--- config.mk ---
export PLATFORM = sky130hd
export DESIGN_NAME = mips32_ifetch_queue_flat
export DESIGN_NICKNAME = d
export VERILOG_FILES = /design/src/rtl/mips32_ifetch_queue_if.sv /design/src/rtl/mips32_ifetch_queue.sv /design/src/flat_wrapper.sv
export SDC_FILE = /design/constraint.sdc
export NUM_CORES = 1
export LEC_CHECK = 0
export BUFFER_PORTS_ARGS = -buffer_cell sky130_fd_sc_hd__buf_2
export CAP_MARGIN = 20
export CORE_ASPECT_RATIO = 0.9
export CORE_MARGIN = 2
export CORE_UTILIZATION = 51
export DETAILED_ROUTE_END_ITERATION = 6
export GPL_TIMING_DRIVEN = 1
export PLACE_DENSITY = 0.72
export SETUP_SLACK_MARGIN = 0.2
export SYNTH_ARGS = -nofsm -noshare
export SYNTH_HDL_FRONTEND = slang
export SYNTH_SLANG_ARGS = --single-unit
--- constraint.sdc ---
create_clock -name clk1 -period 3.6 [get_ports clk1]
set_input_delay 0.36 -clock clk1 [delete_from_list [all_inputs] [get_ports clk1]]
set_output_delay 0.36 -clock clk1 [all_outputs]
set_load 0.005 [all_outputs]
--- src/rtl/mips32_ifetch_queue_if.sv ---
// Bus bundle for the MIPS32 instruction prefetch queue: instruction-memory
// req/ack side, branch redirect inputs and the decode-facing valid/ready side.
interface mips32_ifetch_queue_if #(
  parameter int ADDR_W = 10
);
  // imem: imem_req/imem_addr are held until imem_ack; imem_ack is meaningful only
  // while imem_req=1. Decode: a word moves on a clock edge where out_valid and
  // out_ready are both 1; out_valid never waits on out_ready.
  logic              imem_req;
  logic [ADDR_W-1:0] imem_addr;
  logic              imem_ack;
  logic [31:0]       imem_rdata;
  logic              redirect;
  logic [ADDR_W-1:0] redirect_pc;
  logic              out_valid;
  logic              out_ready;
  logic [31:0]       out_ir;
  logic [31:0]       out_npc;
  logic              halted;

  modport master (
    output imem_req, imem_addr, out_valid, out_ir, out_npc, halted,
    input  imem_ack, imem_rdata, redirect, redirect_pc, out_ready
  );

  modport slave (
    input  imem_req, imem_addr, out_valid, out_ir, out_npc, halted,
    output imem_ack, imem_rdata, redirect, redirect_pc, out_ready
  );
endinterface

--- src/rtl/mips32_ifetch_queue.sv ---
// MIPS32 instruction prefetch queue feeding IF/ID: single-outstanding fetch FSM plus FIFO.
// Define IFQ_BYPASS_EN to forward an ack straight to decode when the queue is empty.
module mips32_ifetch_queue #(
  parameter int                DEPTH    = 4,
  parameter int                ADDR_W   = 10,
  parameter logic [ADDR_W-1:0] RESET_PC = '0
) (
  input  logic                  clk1,
  input  logic                  rst_n,
  mips32_ifetch_queue_if.master bus,
  output logic [1:0]            o_dbg_state
);

  localparam int PTR_W = $clog2(DEPTH);
  localparam int CNT_W = PTR_W + 1;

  typedef enum logic [1:0] {
    S_IDLE  = 2'd0,
    S_REQ   = 2'd1,
    S_HALT  = 2'd2,
    S_DRAIN = 2'd3
  } state_t;

  state_t            r_state, w_state_next;
  logic              r_req, w_req_next;
  logic [ADDR_W-1:0] r_addr, w_addr_next;
  logic [ADDR_W-1:0] r_fetch_pc, w_fetch_pc_next;
  logic              r_drop, w_drop_next;

  logic [31:0]       r_mem_ir  [DEPTH];
  logic [ADDR_W-1:0] r_mem_npc [DEPTH];
  logic [PTR_W-1:0]  r_wr_ptr, r_rd_ptr;
  logic [CNT_W-1:0]  r_count, w_count_next;

  logic              w_ack;
  logic              w_fill;
  logic              w_enq;
  logic              w_deq;
  logic              w_byp;
  logic              w_q_empty;
  logic              w_is_hlt;
  logic [ADDR_W-1:0] w_addr_inc;

  // An ack only counts against a live request; during drain it is swallowed.
  assign w_ack      = bus.imem_ack & r_req;
  assign w_fill     = w_ack & ~r_drop & ~bus.redirect;
  assign w_q_empty  = (r_count == '0);
  assign w_is_hlt   = (bus.imem_rdata[31:26] == 6'b111111);
  assign w_addr_inc = r_addr + ADDR_W'(1);
  assign w_deq      = ~w_q_empty & bus.out_ready & ~bus.redirect;

`ifdef IFQ_BYPASS_EN
  assign w_byp = w_fill & w_q_empty;
  assign w_enq = w_fill & ~(w_byp & bus.out_ready);
`else
  assign w_byp = 1'b0;
  assign w_enq = w_fill;
`endif

  always_comb begin
    w_count_next = r_count;
    if (bus.redirect) begin
      w_count_next = '0;
    end else begin
      case ({w_enq, w_deq})
        2'b10:   w_count_next = r_count + CNT_W'(1);
        2'b01:   w_count_next = r_count - CNT_W'(1);
        default: w_count_next = r_count;
      endcase
    end
  end

  always_comb begin
    w_state_next    = r_state;
    w_req_next      = r_req;
    w_addr_next     = r_addr;
    w_fetch_pc_next = r_fetch_pc;
    w_drop_next     = r_drop;
    if (bus.redirect) begin
      w_fetch_pc_next = bus.redirect_pc;
      if (r_state == S_DRAIN) begin
        if (w_ack) begin
          w_state_next = S_IDLE;
          w_req_next   = 1'b0;
          w_drop_next  = 1'b0;
        end
      end else if (r_req && !w_ack) begin
        // The in-flight word belongs to the old path; keep the request up and discard it.
        w_state_next = S_DRAIN;
        w_drop_next  = 1'b1;
      end else begin
        w_state_next = S_IDLE;
        w_req_next   = 1'b0;
        w_drop_next  = 1'b0;
      end
    end else begin
      case (r_state)
        S_IDLE: begin
          if (r_count < CNT_W'(DEPTH)) begin
            w_state_next = S_REQ;
            w_req_next   = 1'b1;
            w_addr_next  = r_fetch_pc;
          end
        end
        S_REQ: begin
          if (w_ack) begin
            w_fetch_pc_next = w_addr_inc;
            if (w_is_hlt) begin
              w_state_next = S_HALT;
              w_req_next   = 1'b0;
            end else if (w_count_next < CNT_W'(DEPTH)) begin
              w_state_next = S_REQ;
              w_req_next   = 1'b1;
              w_addr_next  = w_addr_inc;
            end else begin
              w_state_next = S_IDLE;
              w_req_next   = 1'b0;
            end
          end
        end
        S_HALT: begin
          w_req_next = 1'b0;
        end
        S_DRAIN: begin
          if (w_ack) begin
            w_state_next = S_IDLE;
            w_req_next   = 1'b0;
            w_drop_next  = 1'b0;
          end
        end
        default: begin
          w_state_next = S_IDLE;
          w_req_next   = 1'b0;
        end
      endcase
    end
  end

  always_ff @(posedge clk1 or negedge rst_n) begin
    if (!rst_n) begin
      r_state    <= S_IDLE;
      r_req      <= 1'b0;
      r_addr     <= RESET_PC;
      r_fetch_pc <= RESET_PC;
      r_drop     <= 1'b0;
    end else begin
      r_state    <= w_state_next;
      r_req      <= w_req_next;
      r_addr     <= w_addr_next;
      r_fetch_pc <= w_fetch_pc_next;
      r_drop     <= w_drop_next;
    end
  end

  always_ff @(posedge clk1 or negedge rst_n) begin
    if (!rst_n) begin
      r_wr_ptr <= '0;
      r_rd_ptr <= '0;
      r_count  <= '0;
      for (int i = 0; i < DEPTH; i++) begin
        r_mem_ir[i]  <= '0;
        r_mem_npc[i] <= '0;
      end
    end else begin
      r_count <= w_count_next;
      if (bus.redirect) begin
        r_wr_ptr <= '0;
        r_rd_ptr <= '0;
      end else begin
        if (w_enq) begin
          r_mem_ir[r_wr_ptr]  <= bus.imem_rdata;
          r_mem_npc[r_wr_ptr] <= w_addr_inc;
          r_wr_ptr            <= r_wr_ptr + PTR_W'(1);
        end
        if (w_deq) begin
          r_rd_ptr <= r_rd_ptr + PTR_W'(1);
        end
      end
    end
  end

  assign bus.imem_req  = r_req;
  assign bus.imem_addr = r_addr;
  assign bus.halted    = (r_state == S_HALT);
  assign bus.out_valid = ~w_q_empty | w_byp;
  assign bus.out_ir    = w_byp ? bus.imem_rdata : r_mem_ir[r_rd_ptr];
  assign bus.out_npc   = 32'(w_byp ? w_addr_inc : r_mem_npc[r_rd_ptr]);
  assign o_dbg_state   = r_state;

endmodule

--- src/flat_wrapper.sv ---
// flat-port wrapper written by rule: the top's interface ports become plain ports
module mips32_ifetch_queue_flat 
#(
  parameter int                DEPTH    = 4,
  parameter int                ADDR_W   = 10,
  parameter logic [ADDR_W-1:0] RESET_PC = '0
)
  (clk1, rst_n, o_dbg_state, bus_imem_req, bus_imem_addr, bus_out_valid, bus_out_ir, bus_out_npc, bus_halted, bus_imem_ack, bus_imem_rdata, bus_redirect, bus_redirect_pc, bus_out_ready);
  mips32_ifetch_queue_if #(.ADDR_W(ADDR_W)) bus_i ();
  input  logic clk1;
  input  logic rst_n;
  output logic [1:0] o_dbg_state;
  output wire logic [$bits(bus_i.imem_req)-1:0] bus_imem_req;
  output wire logic [$bits(bus_i.imem_addr)-1:0] bus_imem_addr;
  output wire logic [$bits(bus_i.out_valid)-1:0] bus_out_valid;
  output wire logic [$bits(bus_i.out_ir)-1:0] bus_out_ir;
  output wire logic [$bits(bus_i.out_npc)-1:0] bus_out_npc;
  output wire logic [$bits(bus_i.halted)-1:0] bus_halted;
  input wire logic [$bits(bus_i.imem_ack)-1:0] bus_imem_ack;
  input wire logic [$bits(bus_i.imem_rdata)-1:0] bus_imem_rdata;
  input wire logic [$bits(bus_i.redirect)-1:0] bus_redirect;
  input wire logic [$bits(bus_i.redirect_pc)-1:0] bus_redirect_pc;
  input wire logic [$bits(bus_i.out_ready)-1:0] bus_out_ready;
  assign bus_imem_req = bus_i.imem_req;
  assign bus_imem_addr = bus_i.imem_addr;
  assign bus_out_valid = bus_i.out_valid;
  assign bus_out_ir = bus_i.out_ir;
  assign bus_out_npc = bus_i.out_npc;
  assign bus_halted = bus_i.halted;
  assign bus_i.imem_ack = bus_imem_ack;
  assign bus_i.imem_rdata = bus_imem_rdata;
  assign bus_i.redirect = bus_redirect;
  assign bus_i.redirect_pc = bus_redirect_pc;
  assign bus_i.out_ready = bus_out_ready;
  mips32_ifetch_queue #(.DEPTH(DEPTH), .ADDR_W(ADDR_W), .RESET_PC(RESET_PC)) u_core (.clk1(clk1), .rst_n(rst_n), .bus(bus_i), .o_dbg_state(o_dbg_state));
endmodule
Yosys cells after proc, flatten, opt, wreduce, memory -nomap -nowiden

Index checks and enable logic that the tools add are counted.
W data, S select, Z words.

Register bits: 199
Input port bits: 47
Output and inout port bits: 79
Logic and storage cells: 115

Add/sub/neg operators: 5
Order comparisons: 5
Equal/unequal tests: 13
Multiplexer cells: 49
Bitwise gates (word level): 10
Reduce and logical (&&, ||, !) cells: 17

Operators with widths:

| operator                | number |
|---|---|
| $bwmux W128             | 1 |
| $mux W10                | 10 |
| $mux W32                | 3 |
| $bmux W32 S2            | 1 |
| $demux W32 S2           | 1 |
| $bwmux W40              | 1 |
| $mux W2                 | 11 |
| $bmux W10 S2            | 1 |
| $demux W10 S2           | 1 |
| $pmux W10 S2            | 1 |
| $mux W1                 | 14 |
| $reduce_bool A2 Y1      | 6 |
| $add A10 B1 Y10 const B | 1 |
| $ne A3 B2 Y1 const B    | 3 |
| $eq A2 B2 Y1 const B    | 3 |
| $eq A6 B6 Y1 const B    | 1 |
| $ge A3 B3 Y1 const B    | 2 |
| $lt A3 B3 Y1 const B    | 2 |
| $ne A2 B1 Y1 const B    | 3 |
| $not A2 Y3              | 2 |
| $pmux W2 S3             | 1 |
| $pmux W3 S2             | 1 |
| $reduce_and A3 Y1       | 2 |
| $reduce_and A6 Y1       | 1 |
| other kinds (16)        | 26 |

Longest topological paths before layout

Gate-level depths: netlist (run 1).

Depth after elaboration: 13
Depth in mapped cells: 12
Gate-level depth less buffers: 10

Worst setup path before layout (run 1)

OpenSTA, ideal clock, no wires.

Path type: register to register
Start: register u_core.r_count[2]
End: register u_core.r_addr[1], in the netlist u_core.bus.imem_addr[1]
Library setup time: 125 ps
Arrival: 3,136 ps
Data required time: 3,475 ps
Path slack: 339 ps
Cell stages (with the launch flop): 13
Path buffers: 2
Period minus slack after synthesis: 3,261 ps
Path through: dfrtp_1 -> or3_1 -> nand2_1 -> nor2_1 -> ha_1 -> fa_1 -> xnor2_1 -> or4_1 -> clkbuf_2 -> and3_1 -> buf_6 -> o21ai_4 -> mux2_2

Word-level cells in the longest chain between the ends: 10
Elaborated cells on any way between the ends: 15
Classes of those cells: add/sub: 2; order compare: 2; eq/ne: 4; mux: 2; bitwise: 3; reduce/logical: 2

Ends and longest elaborated chain:

| what                                                | RTL line                   | RTL |
|---|---|---|
| start, declared                                     | mips32_ifetch_queue.sv:33  | `logic [CNT_W-1:0] r_count, w_count_next;` |
| start signal, assigned                              | mips32_ifetch_queue.sv:165 | `r_count <= w_count_next;` |
| $logic_not A3 Y1 (*)                                | mips32_ifetch_queue.sv:47  | `assign w_q_empty = (r_count == '0);` |
| $not A1 Y1 (*)                                      | --                         |  |
| named net bus_out_valid                             | flat_wrapper.sv:15         | `output wire logic [$bits(bus_i.out_valid)-1:0] bus_out_valid;` |
| $and A1 B1 Y1 (*) (2 in a row)                      | mips32_ifetch_queue.sv:50  | `assign w_deq = ~w_q_empty & bus.out_ready & ~bus.redirect;` |
| $eq A2 B1 Y1 / $eq A2 B2 Y1 (equally long branches) | mips32_ifetch_queue.sv:65  | `case ({w_enq, w_deq})` |
| $pmux W3 S2 (*)                                     | mips32_ifetch_queue.sv:65  |  |
| $mux W3 (*)                                         | mips32_ifetch_queue.sv:62  | `if (bus.redirect) begin` |
| $lt A3 B3 Y1 (*)                                    | mips32_ifetch_queue.sv:111 | `end else if (w_count_next < CNT_W'(DEPTH)) begin` |
| $ne A2 B1 Y1 (no source line) (*)                   | --                         |  |
| $reduce_and A6 Y1 (no source line) (*)              | --                         |  |
| end signal, assigned                                | mips32_ifetch_queue.sv:149 | `r_addr <= w_addr_next;` |
| end, declared                                       | mips32_ifetch_queue.sv:26  | `logic [ADDR_W-1:0] r_addr, w_addr_next;` |

Mark *: on every way through the listed nets, which the timed path passes. The rest lies on a longest branch.
A chain may end at the register's enable or synchronous reset.

Worst setup path after layout (run 1)

Start: register u_core.r_count[2]
End: register u_core.r_addr[1], in the netlist u_core.bus.imem_addr[1]

Word-level cells in the longest chain between the ends: 10
Elaborated cells on any way between the ends: 15
Classes of those cells: add/sub: 2; order compare: 2; eq/ne: 4; mux: 2; bitwise: 3; reduce/logical: 2

Ends and longest elaborated chain:

| what                                                | RTL line |
|---|---|
| $logic_not A3 Y1                                    | mips32_ifetch_queue.sv:47 |
| $not A1 Y1                                          | mips32_ifetch_queue.sv:50 |
| $and A1 B1 Y1 (2 in a row)                          | mips32_ifetch_queue.sv:50 |
| $eq A2 B1 Y1 / $eq A2 B2 Y1 (equally long branches) | mips32_ifetch_queue.sv:65 |
| $pmux W3 S2                                         | mips32_ifetch_queue.sv:65 |
| $mux W3                                             | mips32_ifetch_queue.sv:62 |
| $lt A3 B3 Y1                                        | mips32_ifetch_queue.sv:111 |
| $ne A2 B1 Y1 (no source line)                       | -- |
| $reduce_and A6 Y1 (no source line) (*)              | -- |

Every way passes the cells marked *; elsewhere a longest branch is shown, timed or not.

==> summary.txt, run 1 <==
Final ANT Viol Nets: 0
Vias per Instance: 5.51
XOR/XNOR share of the synthesized area: 1.13%
Flop pwr share: 44.7%
Sw frac: 30.4%
Critical path peak fanout: 8
DP Area: 10000 um^2
Cell Area, Synth: 9290 um^2
Clock latency on the worst-skew pair: 0.44 ns
Max-cap violations: 0
Tightest Hold Check Type: primary input to flip-flop
Final Hold Viols: 0
Largest family of logic cells by synthesized area: multiplexers
Initial Util: 52.4%
Power share of the combinational group: 28.9%
H-tree levels: 4
Syn Area/Cell: 13.2 um^2
Post-synthesis simple-gate area fraction: 6.53%
Status: complete, no violations
Clock buffers created by TritonCTS: 17
Most frequent cells in the layout: dfrtp_1, mux2_2, buf_2
Share of layout cells above drive strength 1: 42.5%
Worst R2R Setup Slack: 0.34 ns
Post-Route WL: 19.4 mm
Initial DRC Count: 258
FF+latch count, synth: 199
Endpoint type of the worst setup path: flip-flop
Max rail drop VDD: 387 uV
Period utilization: 90.5%
Port buffer count: 103
Power density cells: 697 nW/um^2
# diodes: 0
CTS Buffer Depth: 2
Lkg Pwr: 0.00500 uW
Die Area: 19300 um^2
Grt met2 use: 35.6%
Layout area overhead: 14.3%
Placer congestion estimate: 0.915
CP arrival: 3.58 ns
Clock network fraction of design power: 26.4%
Final setup viols: 0
Syn. warnings: 0
Vias in the first global route: 6291
Largest net degree at the start of global routing: 76
Die extent in x: 146 um
CTS tree: built
Grt total ovfl: 0
Clk root buf: clkbuf_16
Rows: 46
Most common cell after layout, fill and taps aside: dfrtp_1
Final core area utilization: 59.9%
Final net count: 854
Gate Count Post-Synth: 701
CP Class: flip-flop to flip-flop
GR Util met1: 28.2%
Worst setup SP type: flip-flop
Mux cell area share after synthesis: 27.6%
Final Instance Area: 10600 um^2
Die Ht: 132 um
First-pass DRT Iterations: 4
Slew Limit Fails: 0
Adder-Cell Fraction of Synth Area: 1.70%
Crit path required time: 3.92 ns
Gr busiest metal: met2
Worst Tran Pin Value: 0.927 ns
Final WS setup: 0.341 ns
Detailed Place HPWL: 12.5 mm
Sequential-to-total area share from yosys stat: 53.6%
Ports: 126
Fin crit period: 3.26 ns
M3 GR Usage: 4.98%
Slew headroom: 38.2%
WL per Instance: 18.5 um
DR vias: 5771
RSZ-0062 raised after global routing: false
Clock transition at path regs: 0.07 ns
DR DRC count: 0
First-pass GRT wire length: 32.3 mm
CTS sink count: 199
Fmax: 307 MHz
Final clock skew: 0.0120 ns
Distinct cells, synth: 48
Antenna violations before repair: 0
Internal power: 5150 uW
Gr usage total: 21.2%
Core area: 17700 um^2
Post-synthesis compound-gate area fraction: 5.17%
TNS Setup: 0 ns
Worst slack, placed: 0.297 ns
Switching power total: 2250 uW
## worst max-delay path, cell delays in order, from the launching register on
cell and delay, ns:
dfrtp_2 0.45, or3_1 0.42, nand2_1 0.12, nor2_1 0.06, ha_1 0.25, fa_1 0.39
xnor2_1 0.18, or4_1 0.45, and3_4 0.23, o21ai_4 0.23, mux2_2 0.37
## power by group through the flow
stage	Sequential [uW]	Clock, uW	Combinational [uW]
4_1_cts	3300	1990	2160
2_1_floorplan	3190	0	1510
6_report	3310	1950	2140
5_1_grt	3390	2090	2380
3_3_place_gp	3270	0	2050
3_5_place_dp	3340	0	2150
## path summary, 6_finish.rpt
path                                       from                       to  depth (start not counted)
max reg2reg                   u_core.r_count[2]  u_core.bus.imem_addr[1]                         10
min in group asynchronous                 rst_n     u_core.r_mem_ir[108]                          2
max                           u_core.r_count[2]  u_core.bus.imem_addr[1]                         10
min                          bus_redirect_pc[1]     u_core.r_fetch_pc[1]                          3
max in group asynchronous                 rst_n      u_core.r_mem_ir[33]                          3
min reg2reg                u_core.r_mem_npc[37]     u_core.r_mem_npc[37]                          2
## final cells by class
cell class	count	area (um^2)
clock buffers	18	429
fillers	1434	7110
flip-flops and latches	199	4990
well taps	240	300
inverters	10	37.5
multi-input cells	450	4010
clock inverters	13	169
repair buffers	117	682
## what timing repair did
action                                  in CTS  in global routing
setup buffers                                0                  0
hold buffers                                 1                  0
gates resized for setup                      0                  3
hold endpoints to repair                    72                  0
endpoints found under the setup margin       0                  5
## cells by family (layout without fill, tap and decap cells)
family	count (synthesis)	after routing
muxes	186	186
AOI/OAI and AO/OA	85	85
buffers and inverters	73	158
adders and majority gates	12	12
and+or+nand+nor	133	133
xor gates and xnor gates	12	12
other	1	22
DFF	199	199
## routing by layer
metal | vias up | share of wire, %
met5 | - | 0
met4 | 0 | 0.36
met3 | 10 | 5.1
met2 | 152 | 51
met1 | 2939 | 44
li1 | 2670 | -
## stage by stage
step	cells	hold WS (ns)	power [uW]
global route	1047	0.129	7850
detailed placement	1015	0.411	5490
floorplan	722	0.0644	4700
finish	1047	0.130	7390
CTS	1047	0.113	7460
global placement	1015	0.403	5330
## cells in the mapped netlist (all sizes together)
cell type | number | area [um^2]
a21oi | 18 | 90.1
nor3b | 2 | 15.0
dfrtp | 199 | 4980
inv | 10 | 37.5
o21ai | 55 | 287
nand3b | 1 | 7.51
a221o | 1 | 10.0
and2b | 1 | 7.51
mux2i | 2 | 20.0
nor2b | 2 | 12.5
a41oi | 1 | 8.76
or4 | 1 | 7.51
a21o | 1 | 7.51
nand2 | 62 | 233
and3 | 5 | 31.3
and2 | 3 | 20.0
mux4 | 42 | 946
or3 | 1 | 6.26
buf | 41 | 257
a2111o | 1 | 11.3
nor3 | 5 | 30.0
nand3 | 9 | 45.0
a31oi | 1 | 6.26
nand4b | 2 | 17.5
nand4 | 8 | 50.1
nor4 | 3 | 18.8
a2bb2oi | 1 | 8.76
o21a | 1 | 7.51
conb | 1 | 3.75
mux2 | 142 | 1600
o211ai | 2 | 15.0
clkbuf | 22 | 93.8
xor2 | 4 | 35.0
nor2 | 28 | 105
o21ba | 2 | 20.0
xnor2 | 8 | 70.1
o22a | 1 | 8.76
fa | 1 | 20.0
ha | 11 | 138
## flip-flops by register name, summed over array words and instances (netlist names)
signal / flops
u_core.r_drop: 1
u_core.r_mem_ir: 128
u_core.r_mem_npc: 40
u_core.r_fetch_pc: 10
u_core.bus.imem_addr: 10
u_core.r_wr_ptr: 2
u_core.r_count: 3
u_core.o_dbg_state: 2
u_core.bus.imem_req: 1
u_core.r_rd_ptr: 2
Power figures use the tool's default switching activity.
==> run 2, diff against run 1 <==
--- a/config.mk
+++ b/config.mk
@@ -13,7 +13,9 @@
 export DETAILED_ROUTE_END_ITERATION = 6
 export GPL_TIMING_DRIVEN = 1
 export PLACE_DENSITY = 0.72
+export RECOVER_POWER = 50
 export SETUP_SLACK_MARGIN = 0.2
 export SYNTH_ARGS = -nofsm -noshare
 export SYNTH_HDL_FRONTEND = slang
 export SYNTH_SLANG_ARGS = --single-unit
+export TNS_END_PERCENT = 20
==> run 2 against run 1 <==
Against the previous run:
- the flow now finishes with violations (capacitance limit, slew limit)
- utilization shrank 0.40 points
- sequential share of layout area grew 0.29 points
- combinational power is essentially flat
- non-clock buffer count is the same
- first-iteration DRC count shrank 3.5%
- worst hold slack is essentially flat
- fmax grew 0.13%
- largest cell class unchanged
- largest power group unchanged
==> summary.txt, run 2 (synthesis gave the netlist of run 1 again) <==
Met3 routed WL: 836 um
Port buffer count: 103
Crit path required time: 3.92 ns
Max reg flops: 128
Initial Util: 52.4%
RSZ-0062 raised after global routing: false
Power share of the combinational group: 28.7%
CP arrival: 3.57 ns
Slew Limit Fails: 119
Endpoint type of the worst setup path: flip-flop
Final net count: 854
Vias in the first global route: 6291
Rows: 46
Reg with most FFs: u_core.r_mem_ir
Max layer used: met4
Max rail drop VDD: 378 uV
Crit path cell chain: or3_1 > nand2_1 > nor2_1 > ha_1 > fa_1 > xnor2_1 > or4_1 > and3_4 > o21ai_4 > mux2_2
DR vias: 5804
Final ANT Viol Nets: 0
Fin crit period: 3.26 ns
Die Area: 19300 um^2
Initial DRC Count: 249
Antenna violations before repair: 0
CP max stage delay: 0.45 ns
Ports: 126
Final core area utilization: 59.5%
Failing checks: capacitance limit, slew limit
# diodes: 0
Die Ht: 132 um
Largest net degree at the start of global routing: 76
Clock transition at path regs: 0.07 ns
Sw frac: 30.5%
Power density cells: 699 nW/um^2
First-pass GRT wire length: 32.3 mm
Grt total ovfl: 0
Most frequent cells in the layout: dfrtp_1, mux2_2, buf_2
Placed Cells: 1015
Clk root buf: clkbuf_16
CTS tree: built
CP Class: flip-flop to flip-flop
DR DRC count: 0
DP Area: 10000 um^2
First-pass DRT Iterations: 4
Met1 WL: 8.68 mm
Final Instance Area: 10500 um^2
Tightest Hold Check Type: primary input to flip-flop
Internal power: 5130 uW
CTS Buffer Depth: 2
Worst setup SP type: flip-flop
Cell Count, Final, Fillers Out: 1047
Placer congestion estimate: 0.915
H-tree levels: 4
Slew headroom: -21.2%
Share of layout cells above drive strength 1: 40.9%
Die extent in x: 146 um
Switching power total: 2250 uW
Filler cells: 1446
Period utilization: 90.4%
Final setup viols: 0
Flop pwr share: 44.9%
Clock latency on the worst-skew pair: 0.44 ns
Vias per Instance: 5.54
Gr usage total: 21.2%
Status: finished, violations left
Post-Route WL: 19.4 mm
Delay-heaviest family, CP: simple AND/OR/NAND/NOR gates
Critical path peak fanout: 8
Biggest registers after layout: u_core.r_mem_ir (128), u_core.r_mem_npc (40)
Lkg Pwr: 0.00495 uW
Final clock skew: 0.0121 ns
TNS Setup: 0 ns
Clock network fraction of design power: 26.5%
Buf/Inv on CP: 0
Layout area overhead: 13.6%
Detailed-routed wire length on met2: 9.70 mm
Fmax: 307 MHz
Final Hold Viols: 0
Core area: 17700 um^2
Detailed Place HPWL: 12.5 mm
Max-cap violations: 2
WL per Instance: 18.5 um
Slowest cell on the critical path: dfrtp_2
Worst Tran Pin Value: 1.82 ns
Most common cell after layout, fill and taps aside: dfrtp_1
Clock buffers created by TritonCTS: 17
Post-CTS setup-driven buffer insertion count: 0
CTS sink count: 199
[run 2: through the flow]
step	power (uW)	worst slack [ns]	hold slack (ns)
4_1_cts	7460	0.282	0.113
2_1_floorplan	4700	0.339	0.0644
6_report	7380	0.345	0.129
3_5_place_dp	5490	0.297	0.411
5_1_grt	7830	0.209	0.129
3_3_place_gp	5330	0.398	0.403
[run 2: power groups by stage]
stage          combinational, uW  sequential (uW)  clock, uW
2_1_floorplan               1510             3190          0
3_5_place_dp                2150             3340          0
3_3_place_gp                2050             3270          0
5_1_grt                     2360             3390       2090
6_report                    2110             3310       1950
4_1_cts                     2160             3300       1990
[run 2: layout make-up]
type	instances	area [um^2]	share of cell area, %
Inverter	10	37.5	0.356
Clock inverter	13	169	1.60
Clock buffer	18	429	4.07
Tap cell	240	300	2.85
Multi-Input combinational cell	450	4000	37.9
Timing Repair Buffer	117	627	5.94
Sequential cell	199	4980	47.3
[run 2: final timing paths]
check / endpoint / startpoint / depth (start not counted) / slack [ns]
max: u_core.bus.imem_addr[1] / u_core.r_count[2] / 10 / 0.34
min: u_core.r_fetch_pc[1] / bus_redirect_pc[1] / 3 / 0.13
max reg2reg: u_core.bus.imem_addr[1] / u_core.r_count[2] / 10 / 0.34
min reg2reg: u_core.r_mem_npc[8] / u_core.r_mem_npc[8] / 2 / 0.48
max in group asynchronous: u_core.r_mem_ir[64] / rst_n / 3 / 1.14
min in group asynchronous: u_core.r_mem_ir[18] / rst_n / 2 / 0.97
[run 2: tightest hold or removal path: stages]
cell and delay, ns:
buf_2 0.08, nand2_1 0.04, o21ai_0 0.05
[run 2: what timing repair did]
item | 4_1_cts | 5_1_grt
hold endpoints to repair | 72 | 0
resized for setup | 0 | 3
hold buffers | 1 | 0
setup endpoints to repair | 0 | 5
[run 2: per-layer routing]
| layer | vias to the layer above | global-route usage [%] |
|---|---|---|
| li1 | 2662 | - |
| met1 | 2972 | 28.2 |
| met2 | 150 | 35.6 |
| met3 | 20 | 4.98 |
| met4 | 0 | 4.96 |
| met5 | - | 0 |
==> run 3, diff against run 2 <==
--- a/config.mk
+++ b/config.mk
@@ -12,7 +12,7 @@
 export CORE_UTILIZATION = 51
 export DETAILED_ROUTE_END_ITERATION = 6
 export GPL_TIMING_DRIVEN = 1
-export PLACE_DENSITY = 0.72
+export PLACE_DENSITY = 0.77
 export RECOVER_POWER = 50
 export SETUP_SLACK_MARGIN = 0.2
 export SYNTH_ARGS = -nofsm -noshare
==> run 3 against run 2 <==
Against the previous run:
- the run still ends with capacitance limit, slew limit left
- combinational power about the same
- global-route usage decreased by 0.47 points
- largest power group unchanged
- wire length fell by 2.6%
- clock-buffer cell count is 3 higher
==> summary.txt, run 3 (synthesis gave the netlist of run 1 again) <==
Endpoint type of the worst setup path: flip-flop
Placed Cells: 1019
Biggest registers after layout: u_core.r_mem_ir (128), u_core.r_mem_npc (40)
H-tree levels: 4
Final setup viols: 0
Fmax: 302 MHz
Final ANT Viol Nets: 0
DR vias: 5800
CTS tree: built
Slew Limit Fails: 142
Worst R2R Setup Slack: 0.28 ns
Post-Route WL: 18.9 mm
CP Class: flip-flop to flip-flop
Hold_sp: bus_redirect_pc[0]
Hold path endpoint: u_core.r_fetch_pc[0]
Max rail drop VDD: 385 uV
Fin crit period: 3.32 ns
CTS sink count: 199
FF-to-FF path depth: 10
Hold Crit Depth: 3
Vias per Instance: 5.52
DR DRC count: 0
Tightest Hold Check Type: primary input to flip-flop
CP arrival: 3.63 ns
Initial DRC Count: 239
Placer congestion estimate: 0.844
Clock transition at path regs: 0.07 ns
Clock buffers created by TritonCTS: 17
Clock latency on the worst-skew pair: 0.43 ns
Design Power: 7300 uW
Detailed Place HPWL: 12.5 mm
Hold_buf cts: 0
Largest net degree at the start of global routing: 97
Initial Util: 52.4%
Max reg flops: 128
Reg with most FFs: u_core.r_mem_ir
Crit path launch: u_core.r_count[2]
Period utilization: 92.1%
R2R Path Start: u_core.r_count[2]
Final WS setup: 0.285 ns
Status: finished, violations left
First-pass DRT Iterations: 4
Worst Tran Pin Value: 2.34 ns
DP Area: 9990 um^2
Failing checks: capacitance limit, slew limit
Clk root buf: clkbuf_16
Post_cts resized: 0
Rows: 46
Final net count: 857
RR Endpoint: u_core.bus.imem_addr[4]
Max-cap violations: 2
Cell Count, Final, Fillers Out: 1051
Grt total ovfl: 0
Worst setup SP type: flip-flop
Power density cells: 694 nW/um^2
Worst slack, placed: 0.297 ns
Final Instance Area: 10500 um^2
WL per Instance: 18.0 um
Post-CTS setup-driven buffer insertion count: 0
Most frequent cells in the layout: dfrtp_1, mux2_2, buf_2
First-pass GRT wire length: 31.7 mm
Gr usage total: 20.7%
Core area: 17700 um^2
TNS Setup: 0 ns
Crit path required time: 3.91 ns
Final clock skew: 0.0126 ns
Ports: 126
Vias in the first global route: 5944
Share of layout cells above drive strength 1: 41.3%
Die Area: 19300 um^2
Final Hold Viols: 0
RSZ-0062 raised after global routing: false
Die Ht: 132 um
Port buffer count: 103
Antenna violations before repair: 0
Most common cell after layout, fill and taps aside: dfrtp_1
# diodes: 0
Die extent in x: 146 um
CTS Buffer Depth: 2
Slew headroom: -56.3%
Lkg Pwr: 0.00496 uW
Layout area overhead: 13.3%
Critical path peak fanout: 8
run 3: metrics by stage:
step                utilization [%]  hold WS (ns)
floorplan                         -        0.0644
global placement               56.4         0.457
detailed placement             56.4         0.467
CTS                            59.7        0.0326
global route                   59.4         0.138
finish                         59.4         0.133
run 3: worst max path at each step:
stage,slack (ns),end,cells past startpoint
CTS,0.27,u_core.bus.imem_addr[3],10
finish,0.28,u_core.bus.imem_addr[4],10
detailed placement,0.30,u_core.bus.imem_addr[3],10
global route,0.17,u_core.r_mem_npc[2],2
floorplan,0.34,u_core.bus.imem_addr[1],12
global placement,0.39,u_core.bus.imem_addr[3],10
run 3: worst max-delay path, stage by stage, from the launching register on:
cell	delay, ns
dfrtp_1	0.46
or3_1	0.43
nand2_1	0.12
nor2_1	0.06
ha_1	0.25
fa_1	0.39
xnor2_1	0.18
or4_1	0.45
and3_2	0.29
o21ai_4	0.21
mux2_2	0.36
run 3: metal layers:
layer | part of all wire, % | wire [um] | vias to the layer above | global-route usage, %
met2 | 47 | 8860 | 147 | 32.1
met3 | 5.1 | 969 | 15 | 4.64
met4 | 1.1 | 210 | 0 | 5.72
li1 | - | - | 2664 | -
met5 | 0 | 0 | - | 0
met1 | 47 | 8860 | 2974 | 29.8
run 3: final cells by class:
type	instances	area, um^2
Timing Repair Buffer	120	623
Inverter	10	37.5
Clock inverter	11	121
Multi-Input combinational cell	450	4000
Tap cell	240	300
Sequential cell	199	4980
Fill cell	1480	7200
Clock buffer	21	460
run 3: power by group:
group | internal [uW] | switching (uW)
Sequential | 2880 | 425
Combinational | 1140 | 967
Clock | 1060 | 822
Total | 5090 | 2210
